===== src/rtl/shift_seq_reg_if.sv =====
// Bus bundle for shift_seq_reg: command side (load, start, shift setup,
// serial input) and status side (register contents, serial output, busy, done).
interface shift_seq_reg_if #(
    parameter int WIDTH = 8,
    parameter int CNT_W = 4
);
    logic             ld;
    logic [WIDTH-1:0] d_in;
    logic             start;
    logic             dir;
    logic [1:0]       mode;
    logic [CNT_W-1:0] count;
    logic             ser_in;
    logic [WIDTH-1:0] q;
    logic             ser_out;
    logic             busy;
    logic             done;

    // Host / control FSM side.
    modport master (
        output ld, d_in, start, dir, mode, count, ser_in,
        input  q, ser_out, busy, done
    );

    // Shift register side.
    modport slave (
        input  ld, d_in, start, dir, mode, count, ser_in,
        output q, ser_out, busy, done
    );
endinterface


===== src/rtl/shift_seq_reg.sv =====
// Sequenced WIDTH-bit shift register. A start command latches direction,
// mode and count, then the block shifts one bit per clock until the count
// is exhausted and raises done for one cycle. Modes: logical, arithmetic,
// rotate and serial-in. Parallel load is accepted only when not shifting.
module shift_seq_reg #(
    parameter int WIDTH = 8,
    parameter int CNT_W = 4
) (
    input  logic           clk,
    input  logic           rst,
    shift_seq_reg_if.slave bus
);

    typedef enum logic [1:0] {
        IDLE  = 2'd0,
        SHIFT = 2'd1,
        DONE  = 2'd2
    } state_t;

    state_t           state;
    state_t           state_next;
    logic             dir_r;
    logic [1:0]       mode_r;
    logic [CNT_W-1:0] rem;
    logic [WIDTH-1:0] q_r;
    logic             ser_r;
    logic             accept_ld;
    logic             accept_start;
    logic             shift_en;
    logic [WIDTH:0]   shifted;

    // One single-bit shift step. Result is {bit shifted out, new register}.
    // Rotate fills with the outgoing bit; arithmetic only sign-fills on right.
    function automatic logic [WIDTH:0] shift_one(
        input logic [WIDTH-1:0] v,
        input logic             right,
        input logic [1:0]       md,
        input logic             sin
    );
        logic out_bit;
        logic fill;
        out_bit = right ? v[0] : v[WIDTH-1];
        case (md)
            2'b00:   fill = 1'b0;
            2'b01:   fill = right ? v[WIDTH-1] : 1'b0;
            2'b10:   fill = out_bit;
            default: fill = sin;
        endcase
        if (right) begin
            return {out_bit, fill, v[WIDTH-1:1]};
        end
        return {out_bit, v[WIDTH-2:0], fill};
    endfunction

    assign shifted = shift_one(q_r, dir_r, mode_r, bus.ser_in);

    // State register.
    always_ff @(posedge clk or posedge rst) begin
        if (rst) begin
            state <= IDLE;
        end else begin
            state <= state_next;
        end
    end

    // Next-state decode; IDLE and DONE accept commands the same way, ld wins over start.
    always_comb begin
        state_next   = state;
        accept_ld    = 1'b0;
        accept_start = 1'b0;
        shift_en     = 1'b0;
        case (state)
            IDLE, DONE: begin
                if (bus.ld) begin
                    accept_ld  = 1'b1;
                    state_next = IDLE;
                end else if (bus.start) begin
                    if (bus.count != '0) begin
                        accept_start = 1'b1;
                        state_next   = SHIFT;
                    end else begin
                        state_next = DONE;
                    end
                end else begin
                    state_next = IDLE;
                end
            end
            SHIFT: begin
                shift_en = 1'b1;
                if (rem == CNT_W'(1)) begin
                    state_next = DONE;
                end
            end
            default: state_next = IDLE;
        endcase
    end

    // Latched shift setup and remaining-count down-counter.
    always_ff @(posedge clk or posedge rst) begin
        if (rst) begin
            dir_r  <= 1'b0;
            mode_r <= 2'b00;
            rem    <= '0;
        end else if (accept_start) begin
            dir_r  <= bus.dir;
            mode_r <= bus.mode;
            rem    <= bus.count;
        end else if (shift_en) begin
            rem <= rem - CNT_W'(1);
        end
    end

    // Register contents and serial output; ser_out only moves on shift edges.
    always_ff @(posedge clk or posedge rst) begin
        if (rst) begin
            q_r   <= '0;
            ser_r <= 1'b0;
        end else if (accept_ld) begin
            q_r <= bus.d_in;
        end else if (shift_en) begin
            ser_r <= shifted[WIDTH];
            q_r   <= shifted[WIDTH-1:0];
        end
    end

    assign bus.q       = q_r;
    assign bus.ser_out = ser_r;
    assign bus.busy    = (state == SHIFT);
    assign bus.done    = (state == DONE);

endmodule


===== src/flat_wrapper.sv =====
// flat-port wrapper written by rule: the top's interface ports become plain ports
module shift_seq_reg_flat 
#(
    parameter int WIDTH = 8,
    parameter int CNT_W = 4
)
  (clk, rst, bus_ld, bus_d_in, bus_start, bus_dir, bus_mode, bus_count, bus_ser_in, bus_q, bus_ser_out, bus_busy, bus_done);
  shift_seq_reg_if #(.WIDTH(WIDTH), .CNT_W(CNT_W)) bus_i ();
  input  logic clk;
  input  logic rst;
  input wire logic [$bits(bus_i.ld)-1:0] bus_ld;
  input wire logic [$bits(bus_i.d_in)-1:0] bus_d_in;
  input wire logic [$bits(bus_i.start)-1:0] bus_start;
  input wire logic [$bits(bus_i.dir)-1:0] bus_dir;
  input wire logic [$bits(bus_i.mode)-1:0] bus_mode;
  input wire logic [$bits(bus_i.count)-1:0] bus_count;
  input wire logic [$bits(bus_i.ser_in)-1:0] bus_ser_in;
  output wire logic [$bits(bus_i.q)-1:0] bus_q;
  output wire logic [$bits(bus_i.ser_out)-1:0] bus_ser_out;
  output wire logic [$bits(bus_i.busy)-1:0] bus_busy;
  output wire logic [$bits(bus_i.done)-1:0] bus_done;
  assign bus_i.ld = bus_ld;
  assign bus_i.d_in = bus_d_in;
  assign bus_i.start = bus_start;
  assign bus_i.dir = bus_dir;
  assign bus_i.mode = bus_mode;
  assign bus_i.count = bus_count;
  assign bus_i.ser_in = bus_ser_in;
  assign bus_q = bus_i.q;
  assign bus_ser_out = bus_i.ser_out;
  assign bus_busy = bus_i.busy;
  assign bus_done = bus_i.done;
  shift_seq_reg #(.WIDTH(WIDTH), .CNT_W(CNT_W)) u_core (.clk(clk), .rst(rst), .bus(bus_i));
endmodule

===== config.mk =====
export PLATFORM = sky130hd
export DESIGN_NAME = shift_seq_reg_flat
export DESIGN_NICKNAME = d
export VERILOG_FILES = /design/src/rtl/shift_seq_reg_if.sv /design/src/rtl/shift_seq_reg.sv /design/src/flat_wrapper.sv
export SDC_FILE = /design/constraint.sdc
export NUM_CORES = 1
export LEC_CHECK = 0
export CAP_MARGIN = 15
export CORE_MARGIN = 8
export CORE_UTILIZATION = 45
export DETAILED_ROUTE_END_ITERATION = 10
export PLACE_DENSITY = 0.77
export REMOVE_ABC_BUFFERS = 1
export SLEW_MARGIN = 30
export SYNTH_ARGS = -nofsm -noshare
export SYNTH_HDL_FRONTEND = slang
export SYNTH_SLANG_ARGS = --single-unit

===== constraint.sdc =====
create_clock -name clk -period 5 [get_ports clk]
set_clock_uncertainty 0.15 [all_clocks]
set_input_delay 1.25 -clock clk [delete_from_list [all_inputs] [get_ports clk]]
set_output_delay 1.25 -clock clk [all_outputs]
set_load 0.02 [all_outputs]

==> run_results.csv <==
group,metric,value,unit
run_status,status,"completed",
clocking,clk_pin_slew,110,ps
sta,rsz0062_at_grt,"no",
critical_path,start_kind,"register",
yosys,ys_seq_area_frac,0.433,
finish,num_antenna_cells,0,
critical_path,crit_path_cell_trace,"nand2b_1, inv_1, clkdlybuf4s50_1",
route,ant_nets,0,
sta,relSlewSlack,0.535,
yosys,synth_edf_count,0,
route,dr.pass1.iters,4,
placed_design,globalplace.congestion,0.772,
route,vias,909,
pwr,leakage,0.543,nW
clocking,numCtsBuffers,3,
floorplan,dieArea,4110,µm²
sta,final_max_slew_viol_count,0,
finish,multi_input_area,538,µm²
route,drtIter0Drc,26,
run,cap_viol_max_count,0,
clocking,cts_tree,"built",
critical_path,critPathMaxStageDelay,650,ps
clocking,h-tree-depth,1,
yosys,synth.distinct_cells,32,
clocking,clock_sinks,18,
yosys,synth_xor_area_frac,0.00841,
yosys,ys_top_cells_by_area,"dfrtp_1 (43%), nand2_1 (6.9%), a211oi_1 (5.0%), nor2b_1 (4.8%), a31oi_1 (4.2%)",
critical_path,cp.depth,3,
grt,grt_max_degree,21,
yosys,synthAdderAreaFrac,0.0240,
clocking,clkLatencyLatePin,290,ps
critical_path,ff2ff_path_depth,4,
finish,instances_no_fill,166,
pwr,pwr-share-comb,0.511,
critical_path,worst-r2r-setup-slack,3190,ps
finish,fillers,185,
placed_design,portBuffers,30,
yosys,synth_area_per_cell,9.55,µm²
grt,grt_pass1_wl,4.11,mm
clocking,clockBufferDepth,2,
finish,drive_above_1_share,0.0797,
sta,fmax,0.278,GHz
yosys,synth.area.mux_share,0.0625,
pwr,powerDensity,606,nW/µm²
sta,hold_violations,0,
sta,min_period,3600,ps
pwr,clock_power_share,0.109,
yosys,synth_ff_type,"dfrtp_1",
finish,area_delta_synth_final,32.8,%
route,drt-total-wl,2.41,mm
route,via_per_inst,5.48,
floorplan,rows,17,
sta,period_share,0.720,
min_path,hold_depth,2,
clocking,cts_setup_buffers,0,
yosys,synth_top_family_by_area,"simple AND/OR/NAND/NOR gates",
floorplan,start_util,0.475,
yosys,synth_top_cell_area_share,0.433,
yosys,async_flop_share,1.00,
yosys,syn_inst,109,
critical_path,endpoint,"bus_busy",
placed_design,dp_hpwl,1.86,mm
critical_path,timing.rr.start,"u_core.state[0]$_DFFE_PP0P_",
critical_path,crit_path_start,"u_core.state[0]$_DFFE_PP0P_",
sta,max_slew.worst_pin.slew,697,ps
yosys,yosys_register_bits,18,
critical_path,required,3600,ps
grt,grt_antenna_before_repair,0,
clocking,cts_resized,0,
critical_path,worst_ep_arrival_time,2200,ps
clocking,clock_tree.root_cell,"clkbuf_4",
critical_path,path_delay_family,"buffers and inverters",
finish,nNetsFinal,161,
critical_path,worstSetupPathType,"reg2out",
critical_path,cp_max_fo,20,
sta,hold_ws,338,ps
yosys,synth_compound_area_frac,0.187,
min_path,hp-class,"reg2reg",
route,wl_per_cell,14.5,µm
yosys,synth-simple-area-share,0.234,
placed_design,dp_cells,162,
finish,regArea,450,µm²
critical_path,cp_slowest_cell,"clkdlybuf4s50_1",
route,drc,0,
yosys,yosys_warnings,0,
critical_path,end_kind,"primary output",
floorplan,boundaryPins,31,
critical_path,worst-path-buf-inv,2,
floorplan,core_region_area,2190,µm²
pwr,swShare,0.428,
pwr,seqPwrFrac,0.381,
grt,grt_usage,0.119,
clocking,cts_hold_buffers,0,
yosys,synth.largest_area_cell,"dfrtp_1",
grt,grt_overflow,0,
pwr,p_sw,0.359,mW
floorplan,die_w,64.1,µm
pwr,internal_power,0.479,mW
grt,grt_pass1_vias,916,
pwr,vdd_ir_drop_max,0.317,mV
yosys,syn-cell-area,1040,µm²
sta,setup_tns,0,ps
critical_path,r2r-end,"u_core.bus.q[7]$_DFFE_PP0P_",
floorplan,fp.dieH,64.1,µm
sta,setup-violations-final,0,
[sequential cells by signal, summed over array words and instances (netlist names)]
name and count:
u_core.dir_r 1, u_core.mode_r 2, u_core.bus.q 8, u_core.rem 4, u_core.state 2, u_core.bus.ser_out 1
[Yosys cell counts, drive strengths merged, types with 2 or more instances]
master	instances
mux2	4
nor4	2
ha	2
inv	6
mux2i	2
o21ai	8
a31oi	7
nor3b	2
a211oi	7
nor2	2
nor2b	8
nand2	19
nand3	3
o221ai	2
buf	4
nand2b	3
dfrtp	18
[through the flow]
step                utilization  power, mW  instance area (µm²)  setup slack (ps)
global placement          0.615      0.745                 1350              1830
detailed placement        0.615      0.752                 1350              1750
global route              0.631      0.907                 1380              1240
finish                    0.631      0.838                 1380              1400
floorplan                     -      0.580                 1010              2490
CTS                       0.631      0.844                 1380              1410
[worst min-delay path, cell delays in order, from the launching register on]
cell and delay (ps):
dfrtp_1 360, nand2_1 40, o21ai_0 60
[placed cells by master, fill, tap and decap left out, types with 2 or more instances in the layout]
master / count
clkdlybuf4s50_1: 30
o221ai_1: 2
mux2_1: 2
nor3b_1: 2
nand3_1: 3
dfrtp_1: 18
o21ai_0: 7
a211oi_1: 7
nand2_1: 19
a31oi_1: 7
mux2i_1: 2
mux2_2: 2
clkbuf_4: 3
nand2b_1: 3
inv_1: 6
ha_1: 2
nor2b_1: 8
[cells by family after synthesis]
| group | after synthesis |
|---|---|
| multiplexers | 6 |
| AND/OR/NAND/NOR | 43 |
| AO/OA/AOI/OAI | 28 |
| flip-flops | 18 |
| adder cells (fa/ha/maj) | 2 |
| buffers and inverters | 11 |
| XOR/XNOR | 1 |
[cell type report]
| class | count | area share |
|---|---|---|
| Clock buffer | 4 | 0.0262 |
| Inverter | 6 | 0.0163 |
| Multi-Input combinational cell | 80 | 0.389 |
| Sequential cell | 18 | 0.326 |
| Tap cell | 28 | 0.0253 |
| Timing Repair Buffer | 30 | 0.217 |
[metal layers]
layer / wire [µm] / up-vias / global-route usage
met5: 0 / - / 0
met4: 10 / 0 / 0.0245
met3: 159 / 2 / 0.0331
met2: 1100 / 26 / 0.201
met1: 1140 / 431 / 0.149
li1: - / 450 / -
[power groups by stage]
| stage | Combinational (mW) | Clock [mW] | Sequential [mW] |
|---|---|---|---|
| detailed placement | 0.432 | 0 | 0.321 |
| CTS | 0.434 | 0.0929 | 0.317 |
| floorplan | 0.237 | 0 | 0.343 |
| global route | 0.475 | 0.0987 | 0.334 |
| finish | 0.428 | 0.0911 | 0.319 |
| global placement | 0.427 | 0 | 0.318 |
[worst min-delay path by stage]
stage | slack [ps] | endpoint | start
after floorplan | 350 | u_core.bus.q[7]$_DFFE_PP0P_ | u_core.state[1]$_DFFE_PP0P_
after global placement | 340 | u_core.bus.ser_out$_DFFE_PP0P_ | u_core.bus.ser_out$_DFFE_PP0P_
after detailed placement | 330 | u_core.bus.ser_out$_DFFE_PP0P_ | u_core.bus.ser_out$_DFFE_PP0P_
after CTS | 350 | u_core.bus.ser_out$_DFFE_PP0P_ | u_core.bus.ser_out$_DFFE_PP0P_
after global routing | 400 | u_core.bus.ser_out$_DFFE_PP0P_ | u_core.bus.ser_out$_DFFE_PP0P_
final | 340 | u_core.bus.ser_out$_DFFE_PP0P_ | u_core.bus.ser_out$_DFFE_PP0P_
Note: power is estimated with default switching activity, not from simulation.
